<file path="src/rtl/hazard_pkg.sv">
// Shared types and constants for the five-stage pipeline hazard controller.
package hazard_pkg;

    typedef enum logic [1:0] {
        RUN      = 2'd0,
        MEM_WAIT = 2'd1,
        BR_FLUSH = 2'd2
    } hz_state_t;

    localparam logic [1:0] FWD_RF = 2'b00;
    localparam logic [1:0] FWD_W  = 2'b01;
    localparam logic [1:0] FWD_M  = 2'b10;

    localparam logic [3:0] PC_REG = 4'd15;

    // Width of the internal wait-state and branch-flush sequencing counters.
    localparam int unsigned SEQ_CNT_W = 8;

    // Stall/flush request bundle for the four segment registers.
    typedef struct packed {
        logic stall_f;
        logic stall_d;
        logic stall_e;
        logic stall_m;
        logic flush_d;
        logic flush_e;
        logic flush_w;
    } hz_ctrl_t;

endpackage

</file>
<file path="src/rtl/sat_counter.sv">
// Saturating up-counter for debug statistics; clocked on the pipeline negedge.
module sat_counter #(
    parameter int unsigned W = 16
) (
    input  logic         clk,
    input  logic         rst,
    input  logic         inc,
    output logic [W-1:0] q
);

    logic [W-1:0] q_d;

    always_comb begin
        q_d = q;
        if (inc && (q != {W{1'b1}})) begin
            q_d = q + W'(1);
        end
    end

    always_ff @(negedge clk or posedge rst) begin
        if (rst) begin
            q <= '0;
        end else begin
            q <= q_d;
        end
    end

endmodule

</file>
<file path="src/rtl/pipeline_hazard_ctrl.sv">
// Hazard and sequencing controller: forwarding, load-use stall, branch flush,
// data-memory wait states with timeout, and saturating stall/flush statistics.
module pipeline_hazard_ctrl
    import hazard_pkg::*;
#(
    parameter int unsigned BR_FLUSH_CYC = 1,
    parameter int unsigned MEM_TIMEOUT  = 255,
    parameter int unsigned CNT_W        = 16
) (
    input  logic             clk,
    input  logic             rst,
    input  logic [3:0]       RA1D,
    input  logic [3:0]       RA2D,
    input  logic [3:0]       RA1E,
    input  logic [3:0]       RA2E,
    input  logic [3:0]       WA3E,
    input  logic [3:0]       WA3M,
    input  logic [3:0]       WA3W,
    input  logic             RegWriteE,
    input  logic             RegWriteM,
    input  logic             RegWriteW,
    input  logic             MemtoRegE,
    input  logic             MemAccessM,
    input  logic             mem_ready,
    input  logic             BranchTakenE,
    output logic             StallF,
    output logic             StallD,
    output logic             StallE,
    output logic             StallM,
    output logic             FlushD,
    output logic             FlushE,
    output logic             FlushW,
    output logic [1:0]       ForwardAE,
    output logic [1:0]       ForwardBE,
    output logic             mem_err,
    output logic [CNT_W-1:0] stall_cycles,
    output logic [CNT_W-1:0] flush_events
);

    localparam logic [SEQ_CNT_W-1:0] TIMEOUT_C = SEQ_CNT_W'(MEM_TIMEOUT);
    localparam logic [SEQ_CNT_W-1:0] BR_CYC_C  = SEQ_CNT_W'(BR_FLUSH_CYC);

    hz_state_t            state_q, state_d;
    logic [SEQ_CNT_W-1:0] wait_cnt_q, wait_cnt_d;
    logic [SEQ_CNT_W-1:0] br_cnt_q, br_cnt_d;
    logic                 mem_err_q, mem_err_d;

    hz_ctrl_t ctrl;
    logic     br_take;
    logic     ldstall;
    logic     miss;

    // M has priority over W; the PC register always reads from the register file.
    function automatic logic [1:0] fwd_sel(
        input logic [3:0] ra,
        input logic       rw_m,
        input logic [3:0] wa_m,
        input logic       rw_w,
        input logic [3:0] wa_w
    );
        if (ra == PC_REG) begin
            return FWD_RF;
        end
        if (rw_m && (wa_m == ra)) begin
            return FWD_M;
        end
        if (rw_w && (wa_w == ra)) begin
            return FWD_W;
        end
        return FWD_RF;
    endfunction

    assign ldstall = MemtoRegE && RegWriteE && ((WA3E == RA1D) || (WA3E == RA2D));
    assign miss    = MemAccessM && !mem_ready;

    // Next-state and stall/flush decode; priority is memory wait > branch > load-use.
    always_comb begin
        state_d    = state_q;
        wait_cnt_d = wait_cnt_q;
        br_cnt_d   = br_cnt_q;
        mem_err_d  = mem_err_q;
        ctrl       = '0;
        br_take    = 1'b0;

        case (state_q)
            RUN: begin
                if (miss) begin
                    ctrl.stall_f = 1'b1;
                    ctrl.stall_d = 1'b1;
                    ctrl.stall_e = 1'b1;
                    ctrl.stall_m = 1'b1;
                    ctrl.flush_w = 1'b1;
                    state_d      = MEM_WAIT;
                    wait_cnt_d   = '0;
                end else if (BranchTakenE) begin
                    ctrl.flush_d = 1'b1;
                    ctrl.flush_e = 1'b1;
                    br_take      = 1'b1;
                    if (BR_FLUSH_CYC != 0) begin
                        state_d  = BR_FLUSH;
                        br_cnt_d = '0;
                    end
                end else if (ldstall) begin
                    ctrl.stall_f = 1'b1;
                    ctrl.stall_d = 1'b1;
                    ctrl.flush_e = 1'b1;
                end
            end

            MEM_WAIT: begin
                if (mem_ready) begin
                    state_d = RUN;
                end else if (wait_cnt_q == TIMEOUT_C) begin
                    // Stalls drop so the pipe advances, but the failed load is squashed.
                    ctrl.flush_w = 1'b1;
                    mem_err_d    = 1'b1;
                    state_d      = RUN;
                end else begin
                    ctrl.stall_f = 1'b1;
                    ctrl.stall_d = 1'b1;
                    ctrl.stall_e = 1'b1;
                    ctrl.stall_m = 1'b1;
                    ctrl.flush_w = 1'b1;
                    wait_cnt_d   = wait_cnt_q + SEQ_CNT_W'(1);
                end
            end

            BR_FLUSH: begin
                ctrl.flush_d = 1'b1;
                if (BranchTakenE) begin
                    ctrl.flush_e = 1'b1;
                    br_take      = 1'b1;
                    br_cnt_d     = '0;
                end else if ((br_cnt_q + SEQ_CNT_W'(1)) == BR_CYC_C) begin
                    state_d = RUN;
                end else begin
                    br_cnt_d = br_cnt_q + SEQ_CNT_W'(1);
                end
            end

            default: begin
                state_d = RUN;
            end
        endcase

        // Reset forces every control output low immediately, not just at the next edge.
        if (rst) begin
            ctrl    = '0;
            br_take = 1'b0;
        end
    end

    always_ff @(negedge clk or posedge rst) begin
        if (rst) begin
            state_q    <= RUN;
            wait_cnt_q <= '0;
            br_cnt_q   <= '0;
            mem_err_q  <= 1'b0;
        end else begin
            state_q    <= state_d;
            wait_cnt_q <= wait_cnt_d;
            br_cnt_q   <= br_cnt_d;
            mem_err_q  <= mem_err_d;
        end
    end

    assign StallF    = ctrl.stall_f;
    assign StallD    = ctrl.stall_d;
    assign StallE    = ctrl.stall_e;
    assign StallM    = ctrl.stall_m;
    assign FlushD    = ctrl.flush_d;
    assign FlushE    = ctrl.flush_e;
    assign FlushW    = ctrl.flush_w;
    assign ForwardAE = rst ? FWD_RF : fwd_sel(RA1E, RegWriteM, WA3M, RegWriteW, WA3W);
    assign ForwardBE = rst ? FWD_RF : fwd_sel(RA2E, RegWriteM, WA3M, RegWriteW, WA3W);
    assign mem_err   = mem_err_q;

    sat_counter #(.W(CNT_W)) u_stall_cnt (
        .clk (clk),
        .rst (rst),
        .inc (ctrl.stall_f),
        .q   (stall_cycles)
    );

    sat_counter #(.W(CNT_W)) u_flush_cnt (
        .clk (clk),
        .rst (rst),
        .inc (br_take),
        .q   (flush_events)
    );

endmodule

</file>
<file path="config.mk">
export PLATFORM = sky130hd
export DESIGN_NAME = pipeline_hazard_ctrl
export DESIGN_NICKNAME = d
export VERILOG_FILES = /design/src/rtl/hazard_pkg.sv /design/src/rtl/sat_counter.sv /design/src/rtl/pipeline_hazard_ctrl.sv
export SDC_FILE = /design/constraint.sdc
export NUM_CORES = 1
export LEC_CHECK = 0
export BUFFER_PORTS_ARGS = -buffer_cell sky130_fd_sc_hd__buf_2
export CORE_AREA = 2 2 93 95
export CTS_CLUSTER_DIAMETER = 40
export DETAILED_ROUTE_END_ITERATION = 10
export DIE_AREA = 0 0 95 97
export PLACE_DENSITY_LB_ADDON = 0.08
export SETUP_SLACK_MARGIN = 0.02
export SLEW_MARGIN = 0
export SYNTH_ARGS = -nofsm -noshare
export SYNTH_HDL_FRONTEND = slang
export SYNTH_SLANG_ARGS = --single-unit
</file>
<file path="constraint.sdc">
create_clock -name clk -period 10.15 [get_ports clk]
set_clock_uncertainty 0.2 [all_clocks]
set_input_delay 2.5375 -clock clk [delete_from_list [all_inputs] [get_ports clk]]
set_output_delay 2.5375 -clock clk [all_outputs]
set_load 0.1 [all_outputs]
</file>
# ---- Word level (Yosys, flattened, before mapping)
# Cells that the tools add are included.
dict set report op_classes {
  n_addsub 4
  eq_ne 24
  n_mux 61
  bitwise_logic 1
  reduce_logical 18
}
# cell n
set op_table {}
lappend op_table {{2-to-1 mux 8 bit} 7}
lappend op_table {{2-to-1 mux 2 bit} 25}
lappend op_table {{adder 16 x 1 -> 16 bit, second input constant} 2}
lappend op_table {{!= test 16 bit, second input constant} 2}
lappend op_table {{case mux 8 bit (2 select lines)} 2}
lappend op_table {{== test 4 bit} 6}
lappend op_table {{2-to-1 mux 1 bit} 19}
lappend op_table {{adder 8 x 1 -> 8 bit, second input constant} 2}
lappend op_table {{!= test 2 bit, second input constant} 7}
lappend op_table {{AND reduction 4 bit} 3}
lappend op_table {{logical AND 1 bit} 9}
lappend op_table {{!= test 3 bit, second input constant} 3}
lappend op_table {{== test 4 bit, second input constant} 2}
lappend op_table {{== test 8 x 1 -> 1 bit, second input constant} 1}
lappend op_table {{== test 8 bit, second input constant} 1}
lappend op_table {{2-to-1 mux 4 bit} 2}
lappend op_table {{case mux 4 bit (2 select lines)} 1}
lappend op_table {{2-to-1 mux 7 bit} 1}
lappend op_table {{case mux 2 bit (3 select lines)} 1}
lappend op_table {{case mux 1 bit (2 select lines)} 2}
lappend op_table {{case mux 2 bit (2 select lines)} 1}
lappend op_table {{nonzero test 2 bit} 2}
lappend op_table {{AND reduction 3 bit} 1}
lappend op_table {{== test 2 x 1 -> 1 bit, second input constant} 1}
lappend op_table {{other kinds (5)} 5}
dict set report totals {
  register_bits 51
  in_bits 37
  output_inout_bits 44
  elab_cells 114
}

# ---- Depth between registers and ports, before layout
# Gate-level depths: netlist of run 1.
dict set report logic_depth {
  depth_word 10
  depth_mapped 8
  mapped_depth_nobuf 8
}

# ---- By module
# Synthesis of run 1 repeated with hierarchy kept, for this count alone.
dict set report hier_totals {
  hier_cells 312
  area_unflattened_um2 3076.7
}
# mod instances cells_each area_each_um2 seq_area_each_um2
set by_module_without_submodules {}
lappend by_module_without_submodules {sat_counter 2 71 805.8 400.4}
lappend by_module_without_submodules {pipeline_hazard_ctrl 1 170 1465.2 475.5}

==> results_dict.tcl, run 1 <==
set metrics [dict create \
    status "complete, no violations" \
    end_kind "output port" \
    nNetsFinal 439 \
    setup_ws_ns 0.1382 \
    multi_input_area_sq_mm 0.001635 \
    power_leakage_nw 1.704 \
    via_per_inst 5.078 \
    cp.required_ns 7.41 \
    clock-sinks 51 \
    crit_family "simple AND/OR/NAND/NOR gates" \
    holdCritStartpoint "u_stall_cnt.q[4]$_DFFE_NP0P_" \
    cp_num_buf_inv 1 \
    die_h_um 97 \
    synth_area_leaders "dfrtn_1, xnor2_1, xor2_1" \
    tightest_slew_ns 0.6768 \
    hold_violations 0 \
    cts_resized 0 \
    ys_seq_elements 51 \
    dr.pass1.iters 4 \
    crit_path_start "state_q[0]$_DFFE_NP0P_" \
    cp_max_fo 12 \
    met1_usage_pct 23.05 \
    power_density_mw_per_mm2 175.3 \
    grt_overflow 0 \
    cp_slowest_stage_delay_ns 0.62 \
    grt_max_degree 55 \
    antenna_found_initial 0 \
    row_count 33 \
    via_count 2554 \
    ys_async_sr_fraction_pct 100.0 \
    grt_pass1_wl_um 11780 \
    grt_pass1_vias 2459 \
    h-tree-depth 2 \
    grt.total_usage_pct 15.77 \
    syn-cell-area_sq_mm 0.003019 \
    ios 81 \
    drv_slew 0 \
    synth_nets 361 \
    avgSynthCellArea_sq_um 9.464 \
    slowest_stage "dfrtn_1" \
    global_route.usage.met3_pct 2.960 \
    clk_pin_slew_ns 0.07 \
    cts_tree "built" \
    n_antenna_cell 0 \
    max-slew-margin-rel_pct 54.88 \
    rr_startpoint "br_cnt_q[0]$_DFFE_NP0P_" \
    cp-start-kind "flop" \
    gp_congestion 0.7930 \
    wl_per_cell_um 13.62 \
    drive_gt1_share_pct 26.38 \
    cts.path.max_buffers 2 \
    fin_tns_setup_ns 0 \
    final_antenna_net_count 0 \
    seq_area_frac_synth_pct 42.27 \
    synthCells 319 \
    clkLatencyLatePin_ns 0.31 \
    hp-class "reg -> reg" \
    yosysTopAreaCell "dfrtn_1" \
    core_area_sq_mm 0.008134 \
    synth_edf_count 0 \
    grt_busiest_layer "met2" \
    synth_cell_types 47 \
    hold_buffers 0 \
    placed_area_sq_mm 0.003590 \
    worstSetupPathType "reg -> out" \
    start_util_pct 37.12 \
    regArea_sq_mm 0.001276 \
    ir_drop_v 0.0001055 \
    max_cap_violations 0 \
    dieArea_sq_mm 0.009215 \
    yosys-top-cells-count "dfrtn_1, xnor2_1, xor2_1" \
    synth_ff_type "dfrtn_1" \
    gr-usage-met2_pct 23.90 \
    grt_setup_unrepaired "no" \
    die_w_um 95 \
    design_area_sq_mm 0.003689 \
    cts_buffers 5 \
    yosysMostFrequentCell "dfrtn_1" \
    port_buffers 80 \
    clockRootBuffer "clkbuf_8" \
    dpl.hpwl_um 5052 \
    worstPathArrival_ns 7.27 \
    drt_iter0_drc 97 \
    remaining_drc_errors 0 \
    synth_top_area_share_pct 42.27 \
    finalSetupViolations 0 \
    fill_cells 819 \
    wl_um 6850 \
    post-cts-setup-buffers 0 \
    path_cells "or3b_4, a41oi_4, o211ai_2, nand2_2, buf_12" \
    power_mw 0.6466 \
    syn2layout_area_growth_pct 22.17 \
    pre_cts_ws_ns 0.4688 \
    ys_warn_count 0 \
]
where the power goes:
group	internal [mW]	switching, mW	total [mW]
clock network	0.0559	0.0736	0.129
logic	0.0577	0.205	0.262
registers	0.226	0.0285	0.255
layout by cell type, fill, tap and decap left out, types with 5 or more instances in the layout:
cell      Yosys  routed
buf_2         2      76
clkbuf_8      0       6
nor2_1       20      20
dfrtn_1      51      51
nand3_1      22      22
nand2_1      20      19
nand4_1      22      22
xnor2_1      28      28
o21ai_0      11      11
a21oi_1      10       9
nor4_1        6       6
and3_1        9       9
xor2_1       28      28
nor3_1       14      13
ha_1          5       5
inv_1        14      12
worst reg2reg max path: stages (launching register included):
cell and delay [ns]:
dfrtn_1 0.59, ha_1 0.29, nand3_1 0.20, nor2_1 0.30, mux2i_1 0.29, a21oi_1 0.12
nor2_1 0.38, o311ai_0 0.17
per-stage QoR:
stage | utilization [%] | hold slack, ns | std cells
floorplan | - | 0.2797 | 319
global placement | 44.13 | 0.2263 | 495
detailed placement | 44.13 | 0.2317 | 495
CTS | 45.35 | 0.2374 | 503
global route | 45.35 | 0.2561 | 503
finish | 45.35 | 0.2354 | 503
layout make-up:
type                    count  area share, %
clock buffers               6          2.239
multi-input cells         241          44.34
inverters                  15          1.730
repair buffers             83          13.09
well taps                 105          3.562
clock inverters             2         0.4410
flip-flops and latches     51          34.60
per-layer routing:
metal	wire length, um	share of wire, %	vias to the layer above
li1	-	-	1285
met1	3501	51	1190
met2	2939	43	74
met3	353	5.2	5
met4	55	0.80	0
met5	0	0	-
registers in the layout, summed over array words and instances, names as in the netlist:
name / count
u_flush_cnt.q: 16
u_stall_cnt.q: 16
br_cnt_q: 8
wait_cnt_q: 8
state_q: 2
mem_err: 1
logic make-up after synthesis:
kind of cell / share of synthesized area [%]
and+or+nand+nor: 23.95
xor gates and xnor gates: 16.25
DFF: 42.27
AOI/OAI and AO/OA: 10.44
buffers and inverters: 3.937
adders and majority gates: 2.072
muxes: 1.077
final timing paths:
check	endpoint	slack, ns	depth (start not counted)
max in group asynchronous	wait_cnt_q[4]$_DFFE_NP0P_	2.01	3
min in group asynchronous	u_stall_cnt.q[12]$_DFFE_NP0P_	7.27	3
max	StallD	0.14	5
min	u_stall_cnt.q[4]$_DFFE_NP0P_	0.24	1
min reg2reg	u_stall_cnt.q[4]$_DFFE_NP0P_	0.24	1
max reg2reg	br_cnt_q[3]$_DFFE_NP0P_	7.42	7
Note: power is estimated with default switching activity, not from simulation.
==> inputs of run 2 (changes only) <==
- ABC_CLOCK_PERIOD_IN_PS: unset -> 9800
- clock period: 10.15 -> 9.8 ns (I/O delays scaled with it)
==> run 2 against run 1 <==
Design area up 1.0%; count of clock-buffer cells in the layout unchanged; setup slack better by 0.066 ns; core utilization up 0.46 points; combinational power up 7%; highest routed layer unchanged; final cell count up 0.60%; sequential power up 3%; die area unchanged.
==> results_dict.tcl, run 2 (synthesis results as in run 1) <==
set metrics [dict create \
    ios 81 \
    clock-sinks 51 \
    fill_cells 808 \
    top_regs "u_flush_cnt.q x16, u_stall_cnt.q x16" \
    cts_buffers 5 \
    cts_tree "built" \
    grt_setup_unrepaired "no" \
    r2r_cells 7 \
    worstSetupPathType "reg -> out" \
    die_w_um 95 \
    final_common_cell "buf_2" \
    cp_max_fo 5 \
    clkLatencyLatePin_ns 0.31 \
    clk_pin_slew_ns 0.07 \
    max_cap_violations 0 \
    drv_slew 0 \
    grt.total_usage_pct 15.98 \
    final_cell_mix "buf_2, dfrtn_1, xnor2_1, xor2_1" \
    remaining_drc_errors 0 \
    finalSetupViolations 0 \
    via_count 2620 \
    grt_overflow 0 \
    syn2layout_area_growth_pct 23.41 \
    rr_startpoint "br_cnt_q[0]$_DFFE_NP0P_" \
    cts.path.max_buffers 2 \
    cp-start-kind "flop" \
    gp_congestion 0.7778 \
    holdCritStartpoint "u_flush_cnt.q[5]$_DFFE_NP0P_" \
    power_density_mw_per_mm2 181.6 \
    wl_per_cell_um 13.66 \
    core_area_sq_mm 0.008134 \
    die_h_um 97 \
    clockRootBuffer "clkbuf_8" \
    status "complete, no violations" \
    cp.required_ns 7.15 \
    hold_path_depth 1 \
    fin_tns_setup_ns 0 \
    max-slew-margin-rel_pct 53.45 \
    tightest_slew_ns 0.6929 \
    cp-endpoint "StallM" \
    worstPathArrival_ns 6.95 \
    crit_path_start "wait_cnt_q[0]$_DFFE_NP0P_" \
    antenna_found_initial 0 \
    drive_gt1_share_pct 26.93 \
    row_count 33 \
    grt_max_degree 55 \
    grt_pass1_wl_um 12010 \
    n_antenna_cell 0 \
    dpl.hpwl_um 5106 \
    ff2ff_setup_slack_ns 7.13 \
    hold_violations 0 \
    ir_drop_v 0.0001183 \
    via_per_inst 5.178 \
    dr.pass1.iters 4 \
    power_leakage_nw 1.723 \
    hp-class "reg -> reg" \
    grt_pass1_vias 2570 \
    port_buffers 80 \
    h-tree-depth 2 \
    nNetsFinal 442 \
    dieArea_sq_mm 0.009215 \
    start_util_pct 37.12 \
    end_kind "output port" \
    regToRegEndpoint "br_cnt_q[5]$_DFFE_NP0P_" \
    cts_resized 0 \
    drt_iter0_drc 83 \
    whs_ns 0.2371 \
    final_antenna_net_count 0 \
    wl_um 6912 \
]
-- run 2: layout make-up --
cell class / count / area [sq um] / share of cell area [%]
clock inverter: 2 / 16.27 / 0.4365
inverter: 15 / 63.81 / 1.713
sequential: 51 / 1276 / 34.25
clock buffer: 6 / 82.58 / 2.216
timing repair buffer: 86 / 520.5 / 13.97
tap: 105 / 131.4 / 3.526
multi-input combinational: 241 / 1635 / 43.89
-- run 2: how the worst min path moves through the flow --
stage	to	slack, ns
after detailed placement	u_flush_cnt.q[5]$_DFFE_NP0P_	0.23
after global placement	u_stall_cnt.q[4]$_DFFE_NP0P_	0.23
after global routing	u_flush_cnt.q[5]$_DFFE_NP0P_	0.26
final	u_flush_cnt.q[5]$_DFFE_NP0P_	0.24
after CTS	u_flush_cnt.q[5]$_DFFE_NP0P_	0.24
after floorplan	wait_cnt_q[4]$_DFFE_NP0P_	0.28
-- run 2: where the power goes --
group | internal, mW | leakage (nW) | switching [mW]
sequential | 0.234 | 0.691 | 0.0277
combinational | 0.0651 | 0.984 | 0.216
clock | 0.0579 | 0.0474 | 0.0756
-- run 2: critical path, cell delays in order (launching register included) --
cell        delay [ns]
dfrtn_1           0.49
ha_1              0.31
a41oi_4           0.15
o211ai_2          0.34
clkinvlp_4        0.24
buf_12            0.21
-- run 2: repair_timing --
item / CTS / global route
setup buffers: 0 / 2
endpoints found under the setup margin: 0 / 2
hold buffers: 0 / 0
-- run 2: layer usage --
layer,up-vias,track usage (%),wire [um]
li1,1293,-,-
met1,1228,22.61,3283
met2,92,24.22,3054
met3,7,3.816,501
met4,0,4.571,73
met5,-,0,0
-- run 2: per-stage QoR --
step | power [mW] | area [sq um] | setup slack, ns | util [%] | instances
after detailed placement | 0.5451 | 3612 | 0.3812 | 44.41 | 496
after CTS | 0.6817 | 3711 | 0.06314 | 45.62 | 504
after floorplan | 0.4815 | 3038 | 0.09538 | - | 319
after global placement | 0.5428 | 3612 | 0.4083 | 44.41 | 496
after global routing | 0.7112 | 3726 | 0.09860 | 45.81 | 506
final | 0.6765 | 3726 | 0.2045 | 45.81 | 506
==> inputs of run 3 (changes only) <==
- CELL_PAD_IN_SITES_DETAIL_PLACEMENT: unset -> 1
- CELL_PAD_IN_SITES_GLOBAL_PLACEMENT: unset -> 2
- CORE_AREA: 2 2 93 95 -> 2 2 101 103
- CTS_BUF_LIST: unset -> sky130_fd_sc_hd__clkbuf_8 sky130_fd_sc_hd__clkbuf_16
- DIE_AREA: 0 0 95 97 -> 0 0 103 105
==> run 3 against run 2 <==
Count of clock-buffer cells in the layout is 1 lower; setup slack better by 0.021 ns; die area rose by 17%; largest power group unchanged.
==> results_dict.tcl, run 3 (synthesis results as in run 1) <==
set metrics [dict create \
    status "complete, no violations" \
    clkLatencyLatePin_ns 0.30 \
    via_per_inst 4.936 \
    r2r_cells 7 \
    drive_gt1_share_pct 26.50 \
    hold_path_depth 1 \
    cts_buffers 5 \
    hold_violations 0 \
    power_frac_clock_pct 18.2 \
    cts_resized 0 \
    clockRootBuffer "clkbuf_8" \
    post-cts-setup-buffers 0 \
    core_area_sq_mm 0.009639 \
    max-slew-margin-rel_pct 53.45 \
    worstSetupPathType "reg -> out" \
    p_int_mw 0.3471 \
    dpl.hpwl_um 5967 \
    whs_ns 0.2369 \
    wl_per_cell_um 14.72 \
    clk_pin_slew_ns 0.06 \
    power_leakage_nw 1.715 \
    grt.total_usage_pct 15.36 \
    final_cell_mix "buf_2, dfrtn_1, xnor2_1, xor2_1" \
    p_sw_share_pct 47.69 \
    cts_tree "built" \
    via_count 2631 \
    cp_max_fo 5 \
    grt_max_degree 55 \
    grt_pass1_vias 2717 \
    h-tree-depth 2 \
    nNetsFinal 441 \
    cp.required_ns 7.15 \
    clock-sinks 51 \
    top_regs "u_flush_cnt.q x16, u_stall_cnt.q x16" \
    start_util_pct 31.32 \
    pre_cts_ws_ns 0.2856 \
    regArea_sq_mm 0.001276 \
    end_kind "output port" \
    worstPathArrival_ns 6.92 \
    antenna_found_initial 0 \
    wl_um 7844 \
    final_antenna_net_count 0 \
    max_cap_violations 0 \
    drt_iter0_drc 108 \
    grt_overflow 0 \
    p_sw_mw 0.3164 \
    hp-class "reg -> reg" \
    gp_congestion 0.7594 \
    combPwrFrac_pct 42.4 \
    ir_drop_v 0.0001657 \
    multi_input_area_sq_mm 0.001635 \
    hold_buffers 0 \
    fin_tns_setup_ns 0 \
    utilization_pct 38.80 \
    tightest_slew_ns 0.6982 \
    dieArea_sq_mm 0.01082 \
    die_w_um 103 \
    cp-start-kind "flop" \
    remaining_drc_errors 0 \
    setup_ws_ns 0.2252 \
    grt_pass1_wl_um 13440 \
    dr.pass1.iters 4 \
    drv_slew 0 \
    final_common_cell "buf_2" \
    fill_cells 1170 \
    finalSetupViolations 0 \
    row_count 36 \
    die_h_um 105 \
    grt_setup_unrepaired "no" \
    ios 81 \
    syn2layout_area_growth_pct 23.87 \
    p_seq_share_pct 39.3 \
    n_antenna_cell 0 \
    port_buffers 80 \
    cts.path.max_buffers 2 \
    power_density_mw_per_mm2 177.4 \
]
run 3: worst paths after layout:
path | startpoint | endpoint | slack (ns)
min in group asynchronous | rst | state_q[0]$_DFFE_NP0P_ | 7.04
hold reg to reg | u_flush_cnt.q[5]$_DFFE_NP0P_ | u_flush_cnt.q[5]$_DFFE_NP0P_ | 0.24
hold / removal | u_flush_cnt.q[5]$_DFFE_NP0P_ | u_flush_cnt.q[5]$_DFFE_NP0P_ | 0.24
max in group asynchronous | rst | br_cnt_q[1]$_DFFE_NP0P_ | 1.89
setup reg to reg | br_cnt_q[0]$_DFFE_NP0P_ | br_cnt_q[3]$_DFFE_NP0P_ | 6.99
setup / recovery | wait_cnt_q[2]$_DFFE_NP0P_ | StallM | 0.23
run 3: area by class of cell:
cell class | count | share of cell area (%)
multi-input combinational | 241 | 43.73
sequential | 51 | 34.12
timing repair buffer | 85 | 13.72
tap | 133 | 4.450
clock buffer | 5 | 1.840
inverter | 15 | 1.706
clock inverter | 3 | 0.4349
run 3: critical path, stage by stage, from the launching register on:
cell and delay (ns):
dfrtn_1 0.49, and4_1 0.32, a41oi_4 0.15, o211ai_2 0.32
clkinvlp_4 0.23, buf_12 0.20
run 3: per-layer routing:
layer | track usage [%] | vias up | wire [um]
met5 | 0 | - | 0
met4 | 3.383 | 0 | 56
met3 | 3.010 | 5 | 426
met2 | 23.61 | 63 | 3630
met1 | 22.21 | 1273 | 3730
li1 | - | 1290 | -
run 3: power groups by stage:
stage	Combinational [mW]	Clock (mW)	Sequential (mW)
2_1_floorplan	0.0983	0	0.383
3_3_place_gp	0.283	0	0.265
3_5_place_dp	0.285	0	0.265
4_1_cts	0.285	0.130	0.261
5_1_grt	0.301	0.137	0.266
6_report	0.282	0.121	0.261
run 3: through the flow:
step,instances,cell area [sq um],total power [mW]
floorplan,319,3038,0.4815
detailed placement,525,3655,0.5498
global route,533,3740,0.7036
finish,533,3740,0.6635
global placement,525,3655,0.5476
CTS,533,3740,0.6762
